File: src/rtl/threshold_dac_ctl.sv
// threshold_dac_ctl: writes a 16-bit comparator threshold to the DAC as a 24-bit SPI frame {DAC_CMD, code}, then waits for settling.
// Latency: threshold_rdy_o rises 50*CLK_DIV+SETTLE_CYCLES cycles after the accept edge; outputs are registered.
// Backpressure: requests are ignored while threshold_rdy_o=0. Option macro THRESHOLD_SKIP_SAME_EN skips rewriting an unchanged code.
module threshold_dac_ctl #(
  parameter int         CLK_DIV       = 2,
  parameter int         SETTLE_CYCLES = 100,
  parameter logic [7:0] DAC_CMD       = 8'h30
) (
  input  logic        clk_i,
  input  logic        arst_i,
  input  logic [15:0] threshold_i,
  input  logic        threshold_wre_i,
  output logic        threshold_rdy_o,
  output logic [15:0] threshold_o,
  output logic        dac_sync_n_o,
  output logic        dac_sclk_o,
  output logic        dac_sdin_o
);

  typedef enum logic [2:0] {
    ST_IDLE,
    ST_SYNC,
    ST_SHIFT,
    ST_GAP,
    ST_SETTLE
  } state_t;

  localparam logic [7:0]  DIV_LAST    = 8'(CLK_DIV - 1);
  localparam logic [15:0] SETTLE_LOAD = 16'(SETTLE_CYCLES - 1);

  state_t      r_state;
  state_t      w_state_nxt;
  logic [7:0]  r_div;
  logic [7:0]  w_div_nxt;
  logic [4:0]  r_bit;
  logic [4:0]  w_bit_nxt;
  logic        r_high;
  logic        w_high_nxt;
  logic [15:0] r_settle;
  logic [15:0] w_settle_nxt;
  logic [23:0] r_shift;
  logic [23:0] w_shift_nxt;
  logic [15:0] r_code;
  logic [15:0] w_code_nxt;
  logic        r_done;
  logic [15:0] r_thr;
  logic        r_rdy;
  logic        r_sync_n;
  logic        r_sclk;
  logic        r_sdin;
  logic        w_div_done;
  logic        w_in_frame;
  logic        w_gap_entry;

  // State and datapath registers; reset aborts any frame in progress.
  always_ff @(posedge clk_i or posedge arst_i) begin
    if (arst_i) begin
      r_state  <= ST_IDLE;
      r_div    <= '0;
      r_bit    <= '0;
      r_high   <= 1'b0;
      r_settle <= '0;
      r_shift  <= '0;
      r_code   <= '0;
    end else begin
      r_state  <= w_state_nxt;
      r_div    <= w_div_nxt;
      r_bit    <= w_bit_nxt;
      r_high   <= w_high_nxt;
      r_settle <= w_settle_nxt;
      r_shift  <= w_shift_nxt;
      r_code   <= w_code_nxt;
    end
  end

  // Next-state logic: frame sequencing, SCLK half-period timing and settle countdown.
  always_comb begin
    w_state_nxt  = r_state;
    w_div_nxt    = r_div;
    w_bit_nxt    = r_bit;
    w_high_nxt   = r_high;
    w_settle_nxt = r_settle;
    w_shift_nxt  = r_shift;
    w_code_nxt   = r_code;
    w_div_done   = (r_div == DIV_LAST);
    case (r_state)
      ST_IDLE: begin
        if (threshold_wre_i && r_rdy) begin
          w_code_nxt  = threshold_i;
          w_shift_nxt = {DAC_CMD, threshold_i};
          w_div_nxt   = '0;
`ifdef THRESHOLD_SKIP_SAME_EN
          // An unchanged code only needs a one-cycle busy pulse, no SPI traffic.
          if (r_done && (threshold_i == r_thr)) begin
            w_state_nxt  = ST_SETTLE;
            w_settle_nxt = '0;
          end else begin
            w_state_nxt = ST_SYNC;
          end
`else
          w_state_nxt = ST_SYNC;
`endif
        end
      end
      ST_SYNC: begin
        if (w_div_done) begin
          w_state_nxt = ST_SHIFT;
          w_div_nxt   = '0;
          w_bit_nxt   = 5'd23;
          w_high_nxt  = 1'b0;
        end else begin
          w_div_nxt = r_div + 8'd1;
        end
      end
      ST_SHIFT: begin
        if (!w_div_done) begin
          w_div_nxt = r_div + 8'd1;
        end else begin
          w_div_nxt = '0;
          if (!r_high) begin
            // SCLK rises: present the next bit so it is stable at the next falling edge.
            w_high_nxt  = 1'b1;
            w_shift_nxt = {r_shift[22:0], 1'b0};
          end else if (r_bit == 5'd0) begin
            w_state_nxt = ST_GAP;
          end else begin
            w_bit_nxt  = r_bit - 5'd1;
            w_high_nxt = 1'b0;
          end
        end
      end
      ST_GAP: begin
        if (w_div_done) begin
          w_div_nxt = '0;
          if (SETTLE_CYCLES == 0) begin
            w_state_nxt = ST_IDLE;
          end else begin
            w_state_nxt  = ST_SETTLE;
            w_settle_nxt = SETTLE_LOAD;
          end
        end else begin
          w_div_nxt = r_div + 8'd1;
        end
      end
      ST_SETTLE: begin
        if (r_settle == 16'd0) begin
          w_state_nxt = ST_IDLE;
        end else begin
          w_settle_nxt = r_settle - 16'd1;
        end
      end
      default: begin
        w_state_nxt = ST_IDLE;
      end
    endcase
  end

  assign w_in_frame  = (w_state_nxt == ST_SYNC) || (w_state_nxt == ST_SHIFT);
  assign w_gap_entry = (w_state_nxt == ST_GAP) && (r_state != ST_GAP);

  // Registered outputs derived from the next state so they line up with the state register.
  always_ff @(posedge clk_i or posedge arst_i) begin
    if (arst_i) begin
      r_rdy    <= 1'b1;
      r_sync_n <= 1'b1;
      r_sclk   <= 1'b1;
      r_sdin   <= 1'b0;
      r_thr    <= '0;
      r_done   <= 1'b0;
    end else begin
      r_rdy    <= (w_state_nxt == ST_IDLE);
      r_sync_n <= !w_in_frame;
      r_sclk   <= !((w_state_nxt == ST_SHIFT) && !w_high_nxt);
      r_sdin   <= w_in_frame ? w_shift_nxt[23] : 1'b0;
      if (w_gap_entry) begin
        r_thr  <= r_code;
        r_done <= 1'b1;
      end
    end
  end

  assign threshold_rdy_o = r_rdy;
  assign threshold_o     = r_thr;
  assign dac_sync_n_o    = r_sync_n;
  assign dac_sclk_o      = r_sclk;
  assign dac_sdin_o      = r_sdin;

endmodule
File: config.mk
export PLATFORM = sky130hd
export DESIGN_NAME = threshold_dac_ctl
export DESIGN_NICKNAME = d
export VERILOG_FILES = /design/src/rtl/threshold_dac_ctl.sv
export SDC_FILE = /design/constraint.sdc
export NUM_CORES = 1
export LEC_CHECK = 0
export BUFFER_PORTS_ARGS = -buffer_cell sky130_fd_sc_hd__buf_2
export CORE_UTILIZATION = 55
export CTS_BUF_LIST = sky130_fd_sc_hd__clkbuf_8
export DETAILED_ROUTE_END_ITERATION = 10
export PLACE_DENSITY = 0.72
export SETUP_SLACK_MARGIN = 0.5
export SYNTH_ARGS = -nofsm -noshare
export SYNTH_HDL_FRONTEND = slang
export SYNTH_SLANG_ARGS = --single-unit
File: constraint.sdc
create_clock -name clk_i -period 5.5 [get_ports clk_i]
set_input_delay 0.275 -clock clk_i [delete_from_list [all_inputs] [get_ports clk_i]]
set_output_delay 0.275 -clock clk_i [all_outputs]
set_load 0.05 [all_outputs]
Word-level counts from Yosys, hierarchy flattened

Index checks and enable logic that the tools add are counted.

Register bits: 93
Input port bits: 19
Output and inout bits: 20
Logic and storage cells: 83

Add/sub/neg operators: 3
Equal/unequal tests: 17
Multiplexer cells: 29
Reductions and logical operators: 21

Operators with widths:

| cell                    | count |
|---|---|
| $mux W24                | 3 |
| $pmux W24 S2            | 1 |
| $mux W16                | 2 |
| $pmux W16 S2            | 1 |
| $mux W3                 | 7 |
| $mux W5                 | 4 |
| $logic_not A16 Y1       | 1 |
| $mux W8                 | 2 |
| $ne A2 B2 Y1 const B    | 8 |
| $pmux W8 S2             | 1 |
| $sub A16 B1 Y16 const B | 1 |
| $pmux W3 S5             | 1 |
| $eq A3 B2 Y1 const B    | 4 |
| $pmux W5 S2             | 1 |
| $add A8 B1 Y8 const B   | 1 |
| $eq A8 B1 Y1 const B    | 1 |
| $reduce_bool A2 Y1      | 4 |
| $eq A3 B1 Y1 const B    | 2 |
| $logic_not A3 Y1        | 2 |
| $logic_not A5 Y1        | 1 |
| $mux W1                 | 5 |
| $reduce_and A5 Y1       | 1 |
| $sub A5 B1 Y5 const B   | 1 |
| $reduce_and A2 Y1       | 2 |
| 9 further kinds         | 13 |

Logic depth before layout (Yosys ltp)

Depth after elaboration: 8
Mapped depth: 8
Depth with buffers taken out: 7

Least setup slack after synthesis

Ideal clock, no wire load.

Kind: register to register
Start point: register r_settle[0]
End point: register r_settle[5]
Setup time: 0.076 ns
Arrival time: 1.878 ns
Required time: 5.424 ns
Path slack: 3.545 ns
Stages on the path, launching flop included: 8
Path buffers: 0
Period minus slack after synthesis: 1.955 ns
Cell sequence: dfrtp_1 inv_1 ha_1 or4b_1 nand3b_4 o21a_1 and3_1 o21ai_1

Longest elaborated chain between the ends: 3
Elaborated cells on any way between the ends: 6
Classes of those cells: add/sub: 1; eq/ne: 1; mux: 2; reduce/logical: 2

RTL lines:

| what                                                 | RTL line | source |
|---|---|---|
| start: declaration                                   | 39       | `logic [15:0] r_settle;` |
| start signal: assignment                             | 70       | `r_settle <= w_settle_nxt;` |
| $sub A16 B1 Y16 or $logic_not A16 Y1 (tied branches) | 149, 146 |  |
| $mux W16 or $ne A2 B2 Y1 (tied branches)             | -        |  |
| $pmux W16 S2 or $reduce_and A3 Y1 (tied branches)    | -        |  |

Parallel ways exist; a longest one is shown, timed or not. The select of a mux whose other input is x is not followed.
A chain may end at the register's enable or synchronous reset.

Final worst setup path

Start point: register r_bit[0]
End point: register r_sdin, in the netlist dac_sdin_o

Longest elaborated chain between the ends: 8
Elaborated cells on any way between the ends: 9
Classes of those cells: eq/ne: 2; mux: 5; reduce/logical: 2

RTL lines:

| what                                         | RTL line | source |
|---|---|---|
| start: declaration                           | 35       | `logic [4:0] r_bit;` |
| start signal: assignment                     | 68       | `r_bit <= w_bit_nxt;` |
| $logic_not A5 Y1 (*)                         | 124      | `end else if (r_bit == 5'd0) begin` |
| $mux W3 (*)                                  | 124      |  |
| $mux W3 (*)                                  | 120      | `if (!r_high) begin` |
| $mux W3 (*)                                  | 116      | `if (!w_div_done) begin` |
| $pmux W3 S5 (*)                              | 86       | `case (r_state)` |
| net w_state_nxt[0]                           | 32       | `state_t w_state_nxt;` |
| $eq A3 B1 Y1 or $eq A3 B2 Y1 (tied branches) | 158      | `assign w_in_frame = (w_state_nxt == ST_SYNC) \|\| (w_state_nxt == ST_SHIFT);` |
| $logic_or A1 B1 Y1 (*)                       | 158      |  |
| $mux W1 (*)                                  | 174      | `r_sdin <= w_in_frame ? w_shift_nxt[23] : 1'b0;` |
| end signal: assignment                       | 174      |  |
| end: declaration                             | 50       | `logic r_sdin;` |

The timed path passes the listed nets; every way through them passes the cells marked *.

==> results.sh <==
export IMPL_outcome="finished, final reports clean"
export IMPL_hold_end="r_shift[4]$_DFFE_PP0P_"
export IMPL_synthCells=376
export IMPL_p_sw_w=0.000243
export IMPL_finalCritPeriodShare=0.525
export IMPL_rrSetupSlack_ns=2.61
export IMPL_track_usage=0.213
export IMPL_internal_power_w=0.000895
export IMPL_clkPwrFrac=0.383
export IMPL_antenna_cells=0
export IMPL_synth_simple_area_share=0.212
export IMPL_critPathLaunchType="register"
export IMPL_swShare=0.214
export IMPL_muxShareOfSynthArea=0.0562
export IMPL_grt_start_max_net_pins=67
export IMPL_num_vias=2940
export IMPL_rsz0062_at_grt="false"
export IMPL_cts_made_buffers=9
export IMPL_critPathArrivalTime_ns=3.12
export IMPL_die_y_um=88.3
export IMPL_viasPerCell=5.66
export IMPL_crit_type="reg -> reg"
export IMPL_cts_tree="yes"
export IMPL_finalWorstSetupSlack_ns=2.61
export IMPL_seq_area_mm2=0.00233
export IMPL_hold_start="threshold_i[4]"
export IMPL_grt_pass1_wl_um=12700
export IMPL_ff2ff_path_depth=7
export IMPL_die_area_mm2=0.00780
export IMPL_r2r_start="r_bit[0]$_DFFE_PP0P_"
export IMPL_pre_cts_ws_ns=2.61
export IMPL_cts_root_buf="clkbuf_8"
export IMPL_nets=441
export IMPL_grt_antenna_before_repair=0
export IMPL_die_w_um=88.3
export IMPL_synth_edff_count=0
export IMPL_yosys_area_share_adder=0.0153
export IMPL_hold_depth=3
export IMPL_multiInputGateArea_mm2=0.00169
export IMPL_drive_above_1_share=0.219
export IMPL_drt_iter0_drc=167
export IMPL_synth_nets=400
export IMPL_cts_sinks=93
export IMPL_ys_seq_area_frac=0.569
export IMPL_vdd_ir_drop_max_mv=0.164
export IMPL_grt_ovfl_total=0
export IMPL_worst_pin_slew_ns=1.20
export IMPL_slew_violations=0
export IMPL_rr_endpoint="dac_sdin_o$_DFF_PP0_"
export IMPL_grt_pass1_vias=2742
export IMPL_clock_skew_ns=0.00974
export IMPL_design_core_area_mm2=0.00721
export IMPL_start_util=0.568
export IMPL_end_kind="register"
export IMPL_routed_wl_um=7440
export IMPL_synthArstFlopShare=1.00
export IMPL_clk_pin_slew_ns=0.09
export IMPL_yosys_cell_types_count=56
export IMPL_clock_latency_ns=0.35
export IMPL_drc=0
export IMPL_clock_fmax_mhz=346
export IMPL_synth_area_mm2=0.00410
export IMPL_firstDrtPassIters=4
export IMPL_final_cell_mix="dfrtp_1 (90), nand2_1 (80), buf_2 (38), nor2_1 (19), mux2_2 (16)"
export IMPL_fin_setup_tns_ns=0
export IMPL_placed_area_mm2=0.00439
export IMPL_hold_violations=0
export IMPL_synth_warnings=0
export IMPL_min_path_type="in -> reg"
export IMPL_comb_power_share=0.017
export IMPL_syn_avg_cell_area_um2=10.9
export IMPL_final_cell_area_mm2=0.00458
export IMPL_p_total_w=0.00114
export IMPL_cap_violations=0
export IMPL_rows=31
export IMPL_slew_headroom=0.191
export IMPL_cts_resized=0
export IMPL_wl_per_cell_um=14.3
export IMPL_buffer_ports_inserted=38
export IMPL_gp_congestion=0.812
export IMPL_ctsHtreeMaxLevel=3
export IMPL_power_share_sequential=0.600
export IMPL_synth_xor_area_frac=0.0107
export IMPL_ios=39
export IMPL_leakagePower_nw=2.35
export IMPL_ys_seq_elements=93
export IMPL_worstPathMaxFanout=17
export IMPL_worstPathRequired_ns=5.73
export IMPL_clock_path_buffers=2
export IMPL_final_common_cell="dfrtp_1"
export IMPL_powerDensity_mw_per_mm2=248
export IMPL_dp_hpwl_um=5030
export IMPL_synth_top_family_by_area="simple AND/OR/NAND/NOR gates"
export IMPL_holdWs_ns=0.131
export IMPL_fillers=605
export IMPL_ant_nets=0
export IMPL_layout_min_cycle_time_ns=2.89
export IMPL_setup_violations_final=0
export IMPL_synth_compound_area_frac=0.116
export IMPL_yosys_most_used_dff="dfrtp_1"
export IMPL_area_growth_synth_to_final_pct=11.8
-- synth_stat cells, types with 5 or more instances --
library cell | instances | area share
a21oi_1 | 10 | 0.012
nand3_1 | 9 | 0.011
a22o_1 | 6 | 0.013
a22oi_1 | 15 | 0.027
ha_1 | 5 | 0.015
nor3_1 | 9 | 0.011
mux2i_1 | 5 | 0.012
o31ai_1 | 6 | 0.011
inv_1 | 8 | 0.0073
nor2_1 | 19 | 0.017
o21ai_0 | 14 | 0.017
and3_1 | 5 | 0.0076
dfrtp_1 | 90 | 0.55
nand2_1 | 80 | 0.073
mux2_2 | 16 | 0.044
buf_2 | 8 | 0.0098
-- registers in the layout, indices dropped and copies added (netlist names), 3 cells and up --
name / flops
threshold_o: 16
r_state: 3
r_bit: 5
r_code: 16
r_shift: 24
r_settle: 16
r_div: 8
-- final cells by class --
cell class | instances | share of cell area
clock inverters | 5 | 0.0134
repair buffers | 42 | 0.0486
clock buffers | 9 | 0.0270
inverters | 8 | 0.00683
flip-flops and latches | 93 | 0.509
multi-input cells | 263 | 0.368
well taps | 99 | 0.0270
-- what timing repair did --
action	in CTS	in global routing
setup buffers	0	0
hold endpoints to repair	24	0
hold buffers	1	0
-- metrics by stage --
| stage | util | instances |
|---|---|---|
| 2_1_floorplan | - | 376 |
| 3_3_place_gp | 0.608 | 504 |
| 3_5_place_dp | 0.608 | 504 |
| 4_1_cts | 0.635 | 519 |
| 5_1_grt | 0.635 | 519 |
| 6_report | 0.635 | 519 |
-- power groups by stage --
stage	sequential (W)	combinational (W)	clock [W]
2_1_floorplan	0.000697	0.0000101	0
3_3_place_gp	0.000697	0.0000207	0
3_5_place_dp	0.000697	0.0000205	0
4_1_cts	0.000683	0.0000210	0.000449
5_1_grt	0.000683	0.0000236	0.000477
6_report	0.000683	0.0000198	0.000435
-- worst max-delay path by stage --
stage	from	endpoint	slack (ns)	cells after the start
6_report	r_bit[0]$_DFFE_PP0P_	dac_sdin_o$_DFF_PP0_	2.61	7
5_1_grt	r_bit[0]$_DFFE_PP0P_	dac_sdin_o$_DFF_PP0_	2.39	7
4_1_cts	r_bit[0]$_DFFE_PP0P_	dac_sdin_o$_DFF_PP0_	2.61	7
3_5_place_dp	r_bit[0]$_DFFE_PP0P_	dac_sdin_o$_DFF_PP0_	2.61	7
3_3_place_gp	r_bit[0]$_DFFE_PP0P_	dac_sdin_o$_DFF_PP0_	2.67	7
2_1_floorplan	arst_i	dac_sdin_o$_DFF_PP0_	2.81	1
-- per-layer routing --
layer  GRT usage  wire, µm
met1       0.283      3510
met2       0.339      3480
met3      0.0513       329
met4      0.0880       124
met5           0         0
-- worst max-delay path: stages, from the launching register on --
cell      delay (ns)
dfrtp_1         0.41
inv_1           0.09
ha_1            0.14
nor4b_1         0.50
nand4_1         0.95
o211ai_2        0.43
xnor2_1         0.20
nor3b_2         0.07
-- logic make-up (layout without fill, tap and decap cells) --
group / Yosys count / in the layout
buffers and inverters: 20 / 64
AND/OR/NAND/NOR: 163 / 163
adder cells (fa/ha/maj): 5 / 5
flip-flops: 93 / 93
XOR/XNOR: 5 / 5
AO/OA/AOI/OAI: 69 / 69
multiplexers: 21 / 21
(Power assumes the default switching activity.)
